--- src/rtl/mux8_arbiter_pkg.sv ---
// Shared constants, state encoding and helpers for the mux8 round-robin arbiter.
package mux8_arbiter_pkg;

  localparam int NUM_REQ   = 8;
  localparam int SEL_WIDTH = 3;

  // Arbiter control states: nobody on the bus, or one requester owns it.
  typedef enum logic {
    ST_IDLE  = 1'b0,
    ST_OWNED = 1'b1
  } arb_state_e;

  // One-hot vector with only bit idx set.
  function automatic logic [NUM_REQ-1:0] onehot8(input logic [SEL_WIDTH-1:0] idx);
    return {{(NUM_REQ-1){1'b0}}, 1'b1} << idx;
  endfunction

endpackage

--- src/rtl/mux8_arbiter_if.sv ---
// Request/grant bundle between the requesting units and the arbiter.
interface mux8_arbiter_if;
  import mux8_arbiter_pkg::*;

  logic [NUM_REQ-1:0]   req;
  logic [NUM_REQ-1:0]   grant;
  logic [SEL_WIDTH-1:0] select;
  logic                 busy;

  // Requesting side: raises requests, observes who owns the mux.
  modport master (output req, input grant, input select, input busy);
  // Arbiter side: samples requests, drives grant and mux select.
  modport slave  (input req, output grant, output select, output busy);
endinterface

--- src/rtl/mux8_arbiter_rr_pick8.sv ---
// Combinational round-robin picker: first eligible request at or after ptr.
module mux8_arbiter_rr_pick8
  import mux8_arbiter_pkg::*;
(
  input  logic [NUM_REQ-1:0]   req_i,
  input  logic [NUM_REQ-1:0]   mask_i,
  input  logic [SEL_WIDTH-1:0] ptr_i,
  output logic                 found_o,
  output logic [SEL_WIDTH-1:0] index_o
);

  logic [NUM_REQ-1:0]   eligible_s;
  logic [NUM_REQ-1:0]   rotated_s;
  logic [SEL_WIDTH-1:0] offset_s;

  assign eligible_s = req_i & ~mask_i;

  // Rotate right by ptr so the search always starts at bit 0.
  always_comb begin
    rotated_s = {NUM_REQ{1'b0}};
    for (int i = 0; i < NUM_REQ; i++) begin
      rotated_s[i] = eligible_s[3'(i) + ptr_i];
    end
  end

  // Lowest set bit of the rotated vector is the distance from ptr.
  always_comb begin
    offset_s = {SEL_WIDTH{1'b0}};
    for (int i = NUM_REQ - 1; i >= 0; i--) begin
      if (rotated_s[i]) begin
        offset_s = 3'(i);
      end else begin
        offset_s = offset_s;
      end
    end
  end

  assign found_o = |rotated_s;
  assign index_o = offset_s + ptr_i;

endmodule

--- src/rtl/mux8_arbiter.sv ---
// Round-robin arbiter sharing one 8:1 mux among eight requesters, with a
// hold limit so a continuously requesting owner cannot starve the others.
module mux8_arbiter
  import mux8_arbiter_pkg::*;
#(
  parameter int MAX_HOLD  = 16,
  parameter int CNT_WIDTH = 8
) (
  input  logic          clock,
  input  logic          reset,
  mux8_arbiter_if.slave bus
);

  // Counter value reached on the owner's last permitted cycle.
  localparam logic [CNT_WIDTH-1:0] CNT_LAST = CNT_WIDTH'(MAX_HOLD - 1);

  arb_state_e           state_q, state_d;
  logic [NUM_REQ-1:0]   grant_q, grant_d;
  logic [SEL_WIDTH-1:0] select_q, select_d;
  logic                 busy_q, busy_d;
  logic [SEL_WIDTH-1:0] ptr_q, ptr_d;
  logic [CNT_WIDTH-1:0] cnt_q, cnt_d;

  logic [NUM_REQ-1:0]   mask_s;
  logic                 found_s;
  logic [SEL_WIDTH-1:0] pick_s;
  logic                 owner_req_s;

  // While owned, the current owner is excluded from re-arbitration.
  assign mask_s      = (state_q == ST_OWNED) ? onehot8(select_q) : {NUM_REQ{1'b0}};
  assign owner_req_s = bus.req[select_q];

  mux8_arbiter_rr_pick8 u_pick (
    .req_i   (bus.req),
    .mask_i  (mask_s),
    .ptr_i   (ptr_q),
    .found_o (found_s),
    .index_o (pick_s)
  );

  // Next-state and output decisions for idle arbitration, hold and handoff.
  always_comb begin
    state_d  = state_q;
    grant_d  = grant_q;
    select_d = select_q;
    busy_d   = busy_q;
    ptr_d    = ptr_q;
    cnt_d    = cnt_q;
    case (state_q)
      ST_IDLE: begin
        if (found_s) begin
          state_d  = ST_OWNED;
          grant_d  = onehot8(pick_s);
          select_d = pick_s;
          busy_d   = 1'b1;
          ptr_d    = pick_s + 3'd1;
          cnt_d    = {CNT_WIDTH{1'b0}};
        end else begin
          state_d = ST_IDLE;
        end
      end
      ST_OWNED: begin
        if (owner_req_s && (cnt_q != CNT_LAST)) begin
          cnt_d = cnt_q + CNT_WIDTH'(1);
        end else if (found_s) begin
          // Owner released or timed out and someone else is waiting.
          grant_d  = onehot8(pick_s);
          select_d = pick_s;
          busy_d   = 1'b1;
          ptr_d    = pick_s + 3'd1;
          cnt_d    = {CNT_WIDTH{1'b0}};
        end else if (!owner_req_s) begin
          // Owner released with nobody waiting; select keeps the mux stable.
          state_d = ST_IDLE;
          grant_d = {NUM_REQ{1'b0}};
          busy_d  = 1'b0;
          cnt_d   = {CNT_WIDTH{1'b0}};
        end else begin
          // Timed out but unopposed: the owner starts a fresh hold window.
          cnt_d = {CNT_WIDTH{1'b0}};
        end
      end
      default: begin
        state_d = ST_IDLE;
        grant_d = {NUM_REQ{1'b0}};
        busy_d  = 1'b0;
        cnt_d   = {CNT_WIDTH{1'b0}};
      end
    endcase
  end

  // State register with synchronous active-low reset taking priority.
  always_ff @(posedge clock) begin
    if (!reset) begin
      state_q  <= ST_IDLE;
      grant_q  <= {NUM_REQ{1'b0}};
      select_q <= {SEL_WIDTH{1'b0}};
      busy_q   <= 1'b0;
      ptr_q    <= {SEL_WIDTH{1'b0}};
      cnt_q    <= {CNT_WIDTH{1'b0}};
    end else begin
      state_q  <= state_d;
      grant_q  <= grant_d;
      select_q <= select_d;
      busy_q   <= busy_d;
      ptr_q    <= ptr_d;
      cnt_q    <= cnt_d;
    end
  end

  assign bus.grant  = grant_q;
  assign bus.select = select_q;
  assign bus.busy   = busy_q;

endmodule

--- src/flat_wrapper.sv ---
// flat-port wrapper written by rule: the top's interface ports become plain ports
module mux8_arbiter_flat import mux8_arbiter_pkg::*;
#(
  parameter int MAX_HOLD  = 16,
  parameter int CNT_WIDTH = 8
)
  (clock, reset, bus_req, bus_grant, bus_select, bus_busy);
  mux8_arbiter_if bus_i ();
  input  logic clock;
  input  logic reset;
  input wire logic [$bits(bus_i.req)-1:0] bus_req;
  output wire logic [$bits(bus_i.grant)-1:0] bus_grant;
  output wire logic [$bits(bus_i.select)-1:0] bus_select;
  output wire logic [$bits(bus_i.busy)-1:0] bus_busy;
  assign bus_i.req = bus_req;
  assign bus_grant = bus_i.grant;
  assign bus_select = bus_i.select;
  assign bus_busy = bus_i.busy;
  mux8_arbiter #(.MAX_HOLD(MAX_HOLD), .CNT_WIDTH(CNT_WIDTH)) u_core (.clock(clock), .reset(reset), .bus(bus_i));
endmodule
--- config.mk ---
export PLATFORM = sky130hd
export DESIGN_NAME = mux8_arbiter_flat
export DESIGN_NICKNAME = d
export VERILOG_FILES = /design/src/rtl/mux8_arbiter_pkg.sv /design/src/rtl/mux8_arbiter_if.sv /design/src/rtl/mux8_arbiter_rr_pick8.sv /design/src/rtl/mux8_arbiter.sv /design/src/flat_wrapper.sv
export SDC_FILE = /design/constraint.sdc
export NUM_CORES = 1
export LEC_CHECK = 0
export BUFFER_PORTS_ARGS = -buffer_cell sky130_fd_sc_hd__buf_2
export CELL_PAD_IN_SITES_DETAIL_PLACEMENT = 0
export CELL_PAD_IN_SITES_GLOBAL_PLACEMENT = 1
export CORE_ASPECT_RATIO = 0.9
export CORE_MARGIN = 1.5
export CORE_UTILIZATION = 41
export DETAILED_ROUTE_END_ITERATION = 6
export PLACE_DENSITY_LB_ADDON = 0.1
export SLEW_MARGIN = 10
export SYNTH_ARGS = -nofsm -noshare
export SYNTH_HDL_FRONTEND = slang
export SYNTH_SLANG_ARGS = --single-unit
--- constraint.sdc ---
create_clock -name clock -period 3.75 [get_ports clock]
set_input_delay 0.75 -clock clock [delete_from_list [all_inputs] [get_ports clock]]
set_output_delay 0.75 -clock clock [all_outputs]
set_load 0.05 [all_outputs]
==> impl_results.md <==
- Status: completed
- Final cell count without fillers: 330
- Crit-path max FO: 5
- Placement Rows: 24
- CP Cell Sequence: clkinv_1 -> ha_4 -> buf_4 -> mux2i_1 -> nor2_1 -> o21ai_0 -> nor2_1 -> a311oi_2 -> o32ai_1 -> ha_1 -> inv_1 -> fa_1 -> inv_1 -> ha_1 -> ha_1 -> nand2_1 -> o211a_1
- Grt total ovfl: 0
- Worst skew pair latency: 0.27 ns
- Worst min path class: reg2reg
- Crit Path Category: reg2reg
- Initial Utilization: 0.433
- Worst Max-Slew Pin Slew: 0.613 ns
- EDFF count, synth: 0
- Post-route cell area: ~2500 sq um
- Max cap viols: 0
- Sequential cell area fraction in the yosys report: 0.225
- IO Port Bufs: 21
- Share of flip-flops with an asynchronous set or reset: 0
- Clock sinks: 24
- Synth unique cells: 52
- Vias per cell: roughly 5.7
- Worst setup SP type: register
- Crit path capture type: register
- Iter 0 DRT Violations: between 70 and 80
- Cell taking the most area after synthesis: dfxtp_1
- Io pins: 22
- CTS root buffer: clkbuf_8
- GR Util All Layers: 0.199
- Fmax: 0.283 GHz
- Core area: 4920 sq um
- LEAKAGE: 1.02 nW
- Crit-path most repeated cell: ha_1
- Synthesis Warnings: 0
- Fraction of layout cells with a size suffix above 1: 0.238
- Min Tclk post-route: 3.53 ns
- TritonCTS clock tree: yes
- Final #Nets: approximately 290
- Routed WL per cell: between 15 and 20 um
- Post-route DRC: 0
- Tcrit/Tclk final: 0.942
- Net Count, Synth: between 200 and 300
- DR vias: between 1.5k and 2k
- Post-DP HPWL: roughly 4200 um
- Synthesis-to-finish area growth: 15.2%
- Peak supply drop: 0.395 mV
- First-pass GRT wire length: approximately 8900 um
- Cts hold-fix bufs: 0
- # diodes: 0
- Antenna violations before repair: 0
- Final Skew: 0.00988 ns
- CTS clk-pin slew, worst paths: approximately 0.090 ns
- Worst path bufs/invs: 4
- Postcts setup bufs: 0
- Placement Cell Area: 2340 sq um
- Hold Fails Final Rpt: 0
- CTS Buf Count: 3
- Yosys top cell area share: 0.225
- Final setup fails: 0
- Synth Area per Inst: just under 9 sq um
- Die width: 79.0 um
- Pin count of the biggest net entering global routing: 28
- Total wire length: 5550 um
- Placed cell count: 326
- Pins Over Slew Limit: 0
- GP Congestion: 0.906
- Critical path arrival: around 3.8 ns
- Clk buf depth: 2
- Drt pass-1 iters: 6
- Die area: 5640 sq um
- Largest stage delay, worst path: 0.43 ns
- Power, Total: 2.37 mW
- CP required: 3.97 ns
- Setup Total Neg Slack: 0 ns
- H-tree depth: 1
- Post-route antenna net violation count: 0
- Delay-heaviest family, CP: adder cells
- Die height: 71.4 um
- Main synth FF type: dfxtp_1
- Syn Inst Count: 241
- PD cells: 967 nW/um^2
- Cell area after synthesis: 2130 sq um
- Slowest-stage cell, CP: fa_1
- Hold_ws: 0.465 ns
- Slew margin rel.: 0.591
- Vias in the first global route: 1,777
- Area contributors post-synth: dfxtp_1 23%, mux2i_1 9.4%, mux4_2 8.5%, ha_1 5.9%, a21boi_1 3.5%
- Seq cells post-synth: 24
metrics by stage:
step / utilization / setup slack [ns]
3_5_place_dp: 0.475 / 0.0207
5_1_grt: 0.499 / -0.00437
6_report: 0.499 / 0.216
2_1_floorplan: - / 0.0159
3_3_place_gp: 0.475 / 0.0227
4_1_cts: 0.491 / 0.0284
worst paths after layout:
path	from	endpoint	slack, ns	depth (start not counted)
max	u_core.ptr_q[0]	u_core.ptr_q[2]	0.22	17
min	u_core.bus.grant[2]	u_core.bus.grant[2]	0.46	2
max reg2reg	u_core.ptr_q[0]	u_core.ptr_q[2]	0.22	17
min reg2reg	u_core.bus.grant[2]	u_core.bus.grant[2]	0.46	2
synthesized netlist by cell type (all sizes together), types with 4 or more instances:
cell type	n
nor2	17
nand3	9
clkbuf	4
o21ai	15
or3	5
nor2b	8
mux2i	20
inv	8
buf	11
nand2	20
nand4	7
mux4	8
mux2	4
a21boi	11
a21oi	6
xnor2	5
ha	10
dfxtp	24
a311oi	4
flip-flops by register name, indices dropped and copies added (netlist names):
register / cells
u_core.bus.grant: 8
u_core.bus.busy: 1
u_core.ptr_q: 3
u_core.bus.select: 3
u_core.state_q: 1
u_core.cnt_q: 8
routing by layer:
metal | global-route usage | share of wire | vias to the layer above
li1 | - | - | 943
met1 | 0.279 | 0.49 | 905
met2 | 0.339 | 0.48 | 33
met3 | 0.0166 | 0.028 | 3
met4 | 0.0370 | 0.0058 | 0
met5 | 0 | 0 | -
layout make-up:
cell class / instances / area, sq um
sequential: 24 / 480
multi-input combinational: 193 / 1580
fill: 482 / 2470
clock inverter: 1 / 30.0
tap: 65 / 81.3
clock buffer: 3 / 41.3
timing repair buffer: 35 / 210
inverter: 9 / 33.8
kinds of logic (layout without fill, tap and decap cells):
group / count (synthesis) / in the layout / synth area share
AOI/OAI and AO/OA: 55 / 55 / 0.184
xor gates and xnor gates: 9 / 9 / 0.0440
adders and majority gates: 11 / 11 / 0.0681
buffers and inverters: 24 / 48 / 0.0563
DFF: 24 / 24 / 0.225
muxes: 32 / 32 / 0.200
and+or+nand+nor: 86 / 86 / 0.223
cells in the final DEF (no fill, tap or decap), types with 2 or more instances in the layout:
master    count
a21boi_1     10
a21oi_1       6
a221oi_2      2
a311oi_1      3
a31oi_1       3
and2_1        2
and3_1        3
buf_2        21
buf_4        14
clkbuf_8      3
dfxtp_1      24
ha_1          9
inv_1         8
mux2_2        4
mux2i_1      20
mux4_2        8
nand2_1      19
nand3_1       9
nand3b_1      3
nand4_1       7
nand4b_1      2
nor2_1       16
nor2b_1       8
nor3b_1       3
nor4bb_1      2
o211a_1       3
o21ai_0      11
o21ai_1       4
o31ai_2       2
or3_1         5
xnor2_1       4
xor2_1        3
where the power goes:
part,switching (mW),internal (mW)
logic,1.03,0.739
registers,0.0677,0.315
clock network,0.0842,0.143
total,1.18,1.20
repair_timing:
item / 4_1_cts / 5_1_grt
gates resized for setup: 1 / 6
setup endpoints to repair: 1 / 9
pin swaps: 0 / 1
worst register-to-register path, cell delays in order, from the launching register on:
cell and delay (ns):
dfxtp_1 0.34, clkinv_1 0.12, ha_4 0.32, buf_4 0.16
mux2i_1 0.24, nor2_1 0.08, o21ai_0 0.26, nor2_1 0.10
a311oi_2 0.31, o32ai_1 0.15, ha_1 0.20, inv_1 0.06
fa_1 0.43, inv_1 0.10, ha_1 0.18, ha_1 0.24
nand2_1 0.06, o211a_1 0.13
No activity file was read; power rests on OpenSTA's default activity.
